--- config.mk ---
export PLATFORM = sky130hd
export DESIGN_NAME = biriscv_csr_arbiter
export DESIGN_NICKNAME = d
export VERILOG_FILES = /design/src/rtl/biriscv_csr_arbiter_pkg.sv /design/src/rtl/biriscv_csr_arbiter_rr_arb2.sv /design/src/rtl/biriscv_csr_arbiter.sv
export SDC_FILE = /design/constraint.sdc
export NUM_CORES = 1
export LEC_CHECK = 0
export CORE_AREA = 2 2 166 168
export DETAILED_ROUTE_END_ITERATION = 8
export DIE_AREA = 0 0 168 170
export GPL_ROUTABILITY_DRIVEN = 1
export PLACE_DENSITY = 0.65
export SETUP_SLACK_MARGIN = 0.05
export SYNTH_ARGS = -nofsm -noshare
export SYNTH_HDL_FRONTEND = slang
export SYNTH_HIERARCHICAL = 1
export SYNTH_SLANG_ARGS = --single-unit
--- constraint.sdc ---
create_clock -name clk_i -period 2.54 [get_ports clk_i]
set_input_delay 0.635 -clock clk_i [delete_from_list [all_inputs] [get_ports clk_i]]
set_output_delay 0.635 -clock clk_i [all_outputs]
set_load 0.02 [all_outputs]
--- src/rtl/biriscv_csr_arbiter_pkg.sv ---
// Shared types for the CSR arbiter: FSM state encoding, op owner,
// CSR exception codes and the fixed operand values used for debug ops.
package biriscv_csr_arbiter_pkg;

  // state        | meaning
  // ST_IDLE      | no op in flight, grant one requester
  // ST_ISSUE     | opcode presented to the CSR unit for one cycle
  // ST_E1        | CSR unit result sampled
  // ST_CORE_WAIT | core op wrote/trapped, wait for it to retire
  // ST_DBG_WB    | debug op write strobe to the CSR file
  typedef enum logic [2:0] {
    ST_IDLE      = 3'd0,
    ST_ISSUE     = 3'd1,
    ST_E1        = 3'd2,
    ST_CORE_WAIT = 3'd3,
    ST_DBG_WB    = 3'd4
  } arb_state_t;

  typedef enum logic {
    OWNER_CORE = 1'b0,
    OWNER_DBG  = 1'b1
  } owner_t;

  localparam logic [5:0] EXCEPTION_NONE                = 6'h00;
  localparam logic [5:0] EXCEPTION_ILLEGAL_INSTRUCTION = 6'h12;

  // Debug ops are synthesised as register-source forms reading rs1 = x1.
  localparam logic [4:0] DBG_RA_IDX = 5'd1;

  function automatic logic [11:0] csr_addr(input logic [31:0] opcode);
    return opcode[31:20];
  endfunction

endpackage

--- src/rtl/biriscv_csr_arbiter_rr_arb2.sv ---
// Two-way round-robin grant. Bit 0 has priority out of reset; after each
// accepted grant priority moves to the requester that did not win.
module biriscv_csr_arbiter_rr_arb2 (
  input  logic       clk,
  input  logic       rst_n,
  input  logic [1:0] req,
  input  logic       advance,
  output logic [1:0] gnt
);

  logic ptr;

  // Grant: contention resolved by the pointer, a lone request always wins.
  always_comb begin
    gnt = req;
    if (req == 2'b11) begin
      gnt = ptr ? 2'b10 : 2'b01;
    end
  end

  // Pointer: point at the loser of the accepted grant.
  always_ff @(posedge clk) begin
    if (!rst_n) begin
      ptr <= 1'b0;
    end else if (advance && (gnt != 2'b00)) begin
      ptr <= gnt[0];
    end
  end

endmodule

--- src/rtl/biriscv_csr_arbiter.sv ---
// Serialises core and debug CSR ops onto the single CSR execute unit.
// Optional watchdog on CORE_WAIT: define BIRISCV_CSR_ARB_TIMEOUT_EN.
module biriscv_csr_arbiter
  import biriscv_csr_arbiter_pkg::*;
#(
  parameter int TIMEOUT_CYCLES = 255
) (
  input  logic        clk_i,
  input  logic        rst_ni,
  input  logic        core_valid_i,
  output logic        core_ready_o,
  input  logic [31:0] core_opcode_i,
  input  logic [31:0] core_pc_i,
  input  logic        core_invalid_i,
  input  logic [4:0]  core_ra_idx_i,
  input  logic [31:0] core_ra_operand_i,
  input  logic        core_retire_i,
  input  logic        flush_i,
  input  logic        dbg_valid_i,
  output logic        dbg_ready_o,
  input  logic [31:0] dbg_opcode_i,
  input  logic [31:0] dbg_wdata_i,
  output logic        dbg_rsp_valid_o,
  output logic [31:0] dbg_rsp_data_o,
  output logic        dbg_rsp_err_o,
  output logic        csr_opcode_valid_o,
  output logic [31:0] csr_opcode_o,
  output logic [31:0] csr_pc_o,
  output logic        csr_invalid_o,
  output logic [4:0]  csr_ra_idx_o,
  output logic [31:0] csr_ra_operand_o,
  input  logic        csr_result_write_i,
  input  logic [31:0] csr_result_value_i,
  input  logic [31:0] csr_result_wdata_i,
  input  logic [5:0]  csr_result_exception_i,
  output logic        dbg_wb_write_o,
  output logic [11:0] dbg_wb_waddr_o,
  output logic [31:0] dbg_wb_wdata_o,
  output logic        core_result_gate_o,
  output logic        busy_o,
  output logic        timeout_o
);

  arb_state_t  state_q, state_d;
  owner_t      owner_q;
  logic [31:0] opcode_q, pc_q, operand_q;
  logic        invalid_q;
  logic [4:0]  ra_idx_q;
  logic [31:0] rsp_data_q, wb_data_q;
  logic [11:0] wb_addr_q;
  logic        rsp_valid_q, rsp_err_q;
  logic [1:0]  req, gnt;
  logic        idle, accept, core_flush, result_fault, wd_hit;

  assign idle         = (state_q == ST_IDLE);
  assign core_flush   = flush_i && (owner_q == OWNER_CORE);
  assign result_fault = (csr_result_exception_i != EXCEPTION_NONE);

  // Requests only count while idle and out of reset; a flush hides the core.
  assign req    = (idle && rst_ni) ? {dbg_valid_i, core_valid_i && !flush_i} : 2'b00;
  assign accept = (gnt != 2'b00);

  assign core_ready_o = gnt[0];
  assign dbg_ready_o  = gnt[1];

  biriscv_csr_arbiter_rr_arb2 u_rr (
    .clk     (clk_i),
    .rst_n   (rst_ni),
    .req     (req),
    .advance (accept),
    .gnt     (gnt)
  );

`ifdef BIRISCV_CSR_ARB_TIMEOUT_EN
  logic [7:0] wd_cnt_q;

  assign wd_hit = (state_q == ST_CORE_WAIT) && (wd_cnt_q == 8'(TIMEOUT_CYCLES));

  // Watchdog: held at zero outside CORE_WAIT, so it starts clean on entry.
  always_ff @(posedge clk_i) begin
    if (!rst_ni) begin
      wd_cnt_q <= 8'd0;
    end else if (state_q != ST_CORE_WAIT) begin
      wd_cnt_q <= 8'd0;
    end else if (!wd_hit) begin
      wd_cnt_q <= wd_cnt_q + 8'd1;
    end
  end
`else
  logic [31:0] unused_timeout_cfg;

  assign unused_timeout_cfg = 32'(TIMEOUT_CYCLES);
  assign wd_hit             = 1'b0;
`endif

  assign timeout_o = wd_hit && !core_retire_i && !flush_i;

  // State register.
  always_ff @(posedge clk_i) begin
    if (!rst_ni) begin
      state_q <= ST_IDLE;
    end else begin
      state_q <= state_d;
    end
  end

  // Next state and per-state strobes.
  always_comb begin
    state_d            = state_q;
    csr_opcode_valid_o = 1'b0;
    core_result_gate_o = 1'b0;
    dbg_wb_write_o     = 1'b0;
    busy_o             = !idle;
    case (state_q)
      ST_IDLE: begin
        if (accept) state_d = ST_ISSUE;
      end
      ST_ISSUE: begin
        csr_opcode_valid_o = !core_flush;
        state_d            = core_flush ? ST_IDLE : ST_E1;
      end
      ST_E1: begin
        if (owner_q == OWNER_CORE) begin
          core_result_gate_o = !flush_i;
          if (flush_i)                                  state_d = ST_IDLE;
          else if (result_fault || csr_result_write_i)  state_d = ST_CORE_WAIT;
          else                                          state_d = ST_IDLE;
        end else begin
          state_d = (csr_result_write_i && !result_fault) ? ST_DBG_WB : ST_IDLE;
        end
      end
      ST_CORE_WAIT: begin
        if (core_retire_i || flush_i || wd_hit) state_d = ST_IDLE;
      end
      ST_DBG_WB: begin
        dbg_wb_write_o = 1'b1;
        state_d        = ST_IDLE;
      end
      default: state_d = ST_IDLE;
    endcase
  end

  // Operand capture on grant, result capture in E1, debug response pulse.
  always_ff @(posedge clk_i) begin
    if (!rst_ni) begin
      owner_q     <= OWNER_CORE;
      opcode_q    <= 32'd0;
      pc_q        <= 32'd0;
      operand_q   <= 32'd0;
      invalid_q   <= 1'b0;
      ra_idx_q    <= 5'd0;
      rsp_valid_q <= 1'b0;
      rsp_err_q   <= 1'b0;
      rsp_data_q  <= 32'd0;
      wb_addr_q   <= 12'd0;
      wb_data_q   <= 32'd0;
    end else begin
      rsp_valid_q <= 1'b0;
      rsp_err_q   <= 1'b0;
      if (accept) begin
        if (gnt[0]) begin
          owner_q   <= OWNER_CORE;
          opcode_q  <= core_opcode_i;
          pc_q      <= core_pc_i;
          operand_q <= core_ra_operand_i;
          invalid_q <= core_invalid_i;
          ra_idx_q  <= core_ra_idx_i;
        end else begin
          owner_q   <= OWNER_DBG;
          opcode_q  <= dbg_opcode_i;
          pc_q      <= 32'd0;
          operand_q <= dbg_wdata_i;
          invalid_q <= 1'b0;
          ra_idx_q  <= DBG_RA_IDX;
        end
      end
      if ((state_q == ST_E1) && (owner_q == OWNER_DBG)) begin
        rsp_data_q <= csr_result_value_i;
        if (result_fault) begin
          rsp_valid_q <= 1'b1;
          rsp_err_q   <= 1'b1;
        end else if (csr_result_write_i) begin
          wb_addr_q <= csr_addr(opcode_q);
          wb_data_q <= csr_result_wdata_i;
        end else begin
          rsp_valid_q <= 1'b1;
        end
      end
      if (state_q == ST_DBG_WB) begin
        rsp_valid_q <= 1'b1;
      end
    end
  end

  assign csr_opcode_o     = opcode_q;
  assign csr_pc_o         = pc_q;
  assign csr_invalid_o    = invalid_q;
  assign csr_ra_idx_o     = ra_idx_q;
  assign csr_ra_operand_o = operand_q;
  assign dbg_rsp_valid_o  = rsp_valid_q;
  assign dbg_rsp_data_o   = rsp_data_q;
  assign dbg_rsp_err_o    = rsp_err_q;
  assign dbg_wb_waddr_o   = wb_addr_q;
  assign dbg_wb_wdata_o   = wb_data_q;

endmodule

# After elaboration in Yosys (flattened, before gate mapping)
# Index checks and enable logic that the tools add are counted.
dict set report totals {
  regBits 185
  inputBits 243
  output_inout_bits 187
}
dict set report classes {
  reduce_logical 17
  n_eq_ne 7
  mux 26
  bitwise 2
}
# op count
set ops {}
lappend ops {{32-bit two-way mux} 3}
lappend ops {{2-bit two-way mux} 6}
lappend ops {{3-bit two-way mux} 4}
lappend ops {{3-bit one-hot mux with 4 select lines} 1}
lappend ops {{1-bit two-way mux} 11}
lappend ops {{3-bit by 2-bit equality test with 1-bit output, second input constant} 2}
lappend ops {{6-bit nonzero test} 1}
lappend ops {{1-bit logical AND} 5}
lappend ops {{5-bit two-way mux} 1}
lappend ops {{1-bit zero test} 4}
lappend ops {{2-bit AND reduction} 2}
lappend ops {{3-bit by 1-bit equality test with 1-bit output, second input constant} 1}
lappend ops {{3-bit equality test, second input constant} 1}
lappend ops {{3-bit zero test} 1}
lappend ops {{3-bit AND reduction} 1}
lappend ops {{2-bit equality test, second input constant} 1}
lappend ops {{1-bit logical OR} 2}
lappend ops {{2-bit by 1-bit != test with 1-bit output, second input constant} 1}
lappend ops {{2-bit != test, second input constant} 1}
lappend ops {{1-bit inverter} 2}
lappend ops {{2-bit nonzero test} 1}

# Longest topological paths before layout
dict set report logic_depth {
  depth_word 8
  mapped_depth 10
  mapped_depth_nobuf 7
}

# Hierarchy
# Netlist, hierarchy kept.
# mod area_per_inst_um2 cells_each seq_area_each_um2 instances
set by_module_without_submodules {}
lappend by_module_without_submodules {biriscv_csr_arbiter 7643.6 895 3683.5 1}
lappend by_module_without_submodules {biriscv_csr_arbiter_rr_arb2 61.3 7 20.0 1}

# Worst setup path before layout
# Ideal clock, no wire load.
dict set report synth_timing {
  kind {input to register}
  startpoint {input rst_ni}
  endpoint {register opcode_q[3] (netlist: csr_opcode_o[3])}
  t_required_ns 2.425
  stages 10
  setup_time_ns 0.115
  slack_ns -0.536
  t_arrival_ns 2.961
  n_path_buf 5
  cell_sequence {clkbuf_1 > clkbuf_1 > and3_1 > a21boi_0 > clkbuf_1 > buf_2 > buf_2 > mux2i_1 > o21ai_0 > and2_1}
}
dict set report synth_via {
  elab_chain_cells 5
  elab_cells_between_ends 6
  classes_between {eq/ne: 1; mux: 3; reduce/logical: 2}
}
# item line_no
set synth_lines {}
lappend synth_lines {{start: declaration} biriscv_csr_arbiter.sv:9} ;# input logic rst_ni,
lappend synth_lines {{1-bit logical AND (*)} biriscv_csr_arbiter.sv:60} ;# assign req = (idle && rst_ni) ? {dbg_valid_i, core_valid_i && !flush_i} : 2'b00;
lappend synth_lines {{2-bit two-way mux (*)} biriscv_csr_arbiter.sv:60}
lappend synth_lines {{named net req[1]} biriscv_csr_arbiter.sv:52} ;# logic [1:0] req, gnt;
lappend synth_lines {{2-bit equality test} biriscv_csr_arbiter_rr_arb2.sv:16} ;# if (req == 2'b11) begin
lappend synth_lines {{2-bit two-way mux (*)} biriscv_csr_arbiter_rr_arb2.sv:16}
lappend synth_lines {{named net dbg_ready_o} biriscv_csr_arbiter.sv:20} ;# output logic dbg_ready_o,
lappend synth_lines {{2-bit nonzero test (*)} biriscv_csr_arbiter.sv:61} ;# assign accept = (gnt != 2'b00);
lappend synth_lines {{end signal: assignment} biriscv_csr_arbiter.sv:163} ;# opcode_q <= core_opcode_i;
lappend synth_lines {{end signal: assignment} biriscv_csr_arbiter.sv:170} ;# opcode_q <= dbg_opcode_i;
lappend synth_lines {{end: declaration} biriscv_csr_arbiter.sv:46} ;# logic [31:0] opcode_q, pc_q, operand_q;
# Mark *: on every way through the listed nets, which the timed path passes. The rest lies on a longest branch.
# A chain may end at the register's enable or synchronous reset.

# Worst setup path in the final report
dict set report layout_timing {
  startpoint {input core_valid_i}
  endpoint {output core_ready_o}
}
dict set report layout_via {
  elab_chain_cells 4
}
# item line_no
set layout_lines {}
lappend layout_lines {{start: declaration} biriscv_csr_arbiter.sv:10} ;# input logic core_valid_i,
lappend layout_lines {{1-bit logical AND (*)} biriscv_csr_arbiter.sv:60}
lappend layout_lines {{2-bit two-way mux (*)} biriscv_csr_arbiter.sv:60}
lappend layout_lines {{named net req[0]} biriscv_csr_arbiter.sv:52}
lappend layout_lines {{2-bit equality test} biriscv_csr_arbiter_rr_arb2.sv:16}
lappend layout_lines {{2-bit two-way mux (*)} biriscv_csr_arbiter_rr_arb2.sv:16}
lappend layout_lines {{end: declaration} biriscv_csr_arbiter.sv:11} ;# output logic core_ready_o,
# Marks and branches as above.

==> results.yml <==
synthesis:
  synth_edf_count: 0
  synth.top_cell.area_share_pct: 48.1
  synthTopCellsByArea: "dfxtp_1 48%, nand2_1 8.5%, mux2i_1 8.3%"
  ys_ff_latch: 185
  async_flop_share_pct: 0
  yosysUniqueCellTypes: 35
  synth_cells: 902
  syn-num-nets: 1145
  synth.largest_area_cell: "dfxtp_1"
  yosysWarnings: 6
  synth_sequential_area_ratio_pct: 48.1
  ys.flop_type: "dfxtp_1"
  avgSynthCellArea_um2: 8.54
  syn_area_um2: 7700
placement:
  pre_cts_ws_ns: -0.351
  numPortBuffers: 428
  place.gp.congestion: 0.790
  dp_hpwl_mm: 19.0
power:
  peakVddDrop_mv: 0.329
  power_density_nw_per_um2: 537
  p_leak_nw: 4.63
critical_path:
  start_kind: "input port"
  slowest_stage: "clkdlybuf4s50_1"
  critPathMaxStageDelay_ns: 0.49
  critPathCaptureType: "output pin"
  path_class: "input port to output pin"
  worst-path-max-fanout: 3
  cp.required_ns: 1.90
  path_cells: "clkdlybuf4s50_1 -> and4b_2 -> a21boi_4 -> buf_6"
  critPathArrivalTime_ns: 1.83
  cp_top_family: "buffers and inverters"
  crit_buf_inv: 2
grt:
  antenna_found_initial: 0
  grt_pass1_wl_mm: 40.4
  overflow: 0
  grt_pass1_vias: 7230
  grt_start_max_net_pins: 222
  grt_use_total_pct: 17.9
die:
  rows: 60
  die_area_um2: 28600
  die_h_um: 170
  initial_utilization_pct: 28.9
  die_w_um: 168
  core_area_um2: 26700
  ios: 430
clocking:
  htree_levels: 4
  clk_pin_slew_ns: 0.07
  cts_tree: "done"
  clock_latency_ns: 0.42
  cts.sinks: 185
  cts_root_buffer: "clkbuf_16"
  clockBufferDepth: 2
  cts_made_buffers: 17
drt:
  avgRoutedWirePerCell_um: 15.9
  vias: 7544
  initialDrtViolationCount: 310
  finalWirelength_mm: 26.4
  firstDrtPassIters: 4
  ant_nets: 0
  avgViaCountPerCell: 4.55
  drc: 0
run_status:
  status: "finished, final reports clean"
timing:
  tightest_slew_ns: 0.886
  fin_crit_sh_pct: 96.9
  rsz0062_at_grt: "no"
  finalSetupViolCount: 0
  post-route-min-period_ns: 2.46
  final-hold-violation-count: 0
  fin_ws_ns: 0.0780
  finalClockSkew_ns: 0.0109
  fin_setup_tns_ns: 0
  slew_viol_final: 0
  maxSlewHeadroom_pct: 40.9
  fmax_ghz: 0.406
finish:
  layout-drive-gt1-share_pct: 5.92
  multi_input_area_um2: 3700
  syn2layout_area_growth_pct: 70.1
  antenna_cells: 0
  seq_area_um2: 3700
  layout.nets: 1548
  post-route-util_pct: 49.2
  fill_cells: 2597
run:
  maxCapViolations: 0
min_path:
  hp-class: "register to register"
state kept, by name, summed over array words and instances (netlist names), 3 cells and up:
name and flops:
state_q 3, dbg_rsp_data_o 32, dbg_wb_wdata_o 32, csr_pc_o 32
csr_opcode_o 32, csr_ra_idx_o 5, dbg_wb_waddr_o 12, csr_ra_operand_o 32
power breakdown:
part	internal (mW)	total, mW	switching [mW]
sequential	3.01	3.07	0.0653
combinational	0.770	1.33	0.556
clock	1.33	2.63	1.31
total	5.11	7.03	1.93
worst register-to-register path, stage by stage, from the launching register on:
cell and delay, ns:
dfxtp_1 0.34, nor3_4 0.24, and4b_2 0.34, a21boi_4 0.25, buf_4 0.19, buf_4 0.19
buf_4 0.21, nor3b_1 0.07, a21oi_1 0.12, nor2b_1 0.06
Yosys cell counts (3+ instances only):
| master | instances |
|---|---|
| dfxtp_1 | 185 |
| nand2_1 | 175 |
| o21ai_0 | 65 |
| and2_1 | 64 |
| mux2i_1 | 64 |
| clkbuf_1 | 56 |
| nand3_1 | 46 |
| o21ai_1 | 45 |
| a21oi_1 | 39 |
| nor3b_1 | 39 |
| nor2b_1 | 38 |
| a21boi_0 | 34 |
| buf_2 | 15 |
| buf_1 | 5 |
| nor2_1 | 5 |
| nand2b_1 | 3 |
layout make-up:
type | instances | share of cell area [%]
Sequential cell | 185 | 28.3
Inverter | 2 | 0.0573
Clock buffer | 18 | 3.35
Timing Repair Buffer | 463 | 35.8
Multi-Input combinational cell | 636 | 28.3
Tap cell | 341 | 3.26
Clock inverter | 14 | 0.993
path summary, 6_finish.rpt:
check	endpoint	slack, ns	cells past startpoint	start
setup / recovery	core_ready_o	0.08	4	core_valid_i
hold / removal	dbg_wb_waddr_o[1]$_SDFFE_PN0P_	0.45	2	dbg_wb_waddr_o[1]$_SDFFE_PN0P_
hold reg to reg	dbg_wb_waddr_o[1]$_SDFFE_PN0P_	0.45	2	dbg_wb_waddr_o[1]$_SDFFE_PN0P_
setup reg to reg	csr_pc_o[8]$_SDFFE_PN0P_	0.43	9	state_q[2]$_SDFFE_PN0P_
placed cells by master, fill, tap and decap left out, types with 3 or more instances in the layout:
cell type and instances:
o21ai_1 45, nor3b_1 39, nor2_1 5, dfxtp_1 184
inv_8 3, mux2i_1 64, and2_1 64, buf_4 24
a21boi_0 32, inv_6 4, nor2b_1 38, clkinv_4 4
nand2b_1 3, clkbuf_16 17, o21ai_0 65, buf_12 12
nand2_1 175, dlygate4sd2_1 3, nand3_1 46, a21oi_1 39
clkdlybuf4s50_1 421
kinds of logic after synthesis:
| group | synth area share, % |
|---|---|
| simple gates | 25.7 |
| mux | 8.31 |
| compound gates | 13.5 |
| other cells | 0.0487 |
| flops | 48.1 |
| buf+inv | 4.38 |
stage by stage:
| stage | cells | hold WS, ns | area, um2 | power, mW |
|---|---|---|---|---|
| finish | 1659 | 0.455 | 13100 | 7.03 |
| global route | 1659 | 0.475 | 13100 | 7.38 |
| CTS | 1659 | 0.458 | 13100 | 7.16 |
| detailed placement | 1625 | 0.448 | 12500 | 4.47 |
| global placement | 1625 | 0.442 | 12500 | 4.45 |
| floorplan | 902 | 0.503 | 7760 | 3.70 |
routing by layer:
| metal | part of all wire [%] | track usage, % | vias up |
|---|---|---|---|
| met5 | 0 | 0 | - |
| met4 | 1.5 | 4.76 | 0 |
| met3 | 8.3 | 6.05 | 22 |
| met2 | 48 | 30.9 | 288 |
| met1 | 42 | 21.2 | 3406 |
| li1 | - | - | 3828 |
timing repair:
item / 4_1_cts / 5_1_grt
setup buffers: 2 / 0
resized for setup: 10 / 1
endpoints found under the setup margin: 6 / 3
hold buffers: 0 / 0
pin swaps: 1 / 0
No activity file was read; power rests on OpenSTA's default activity.
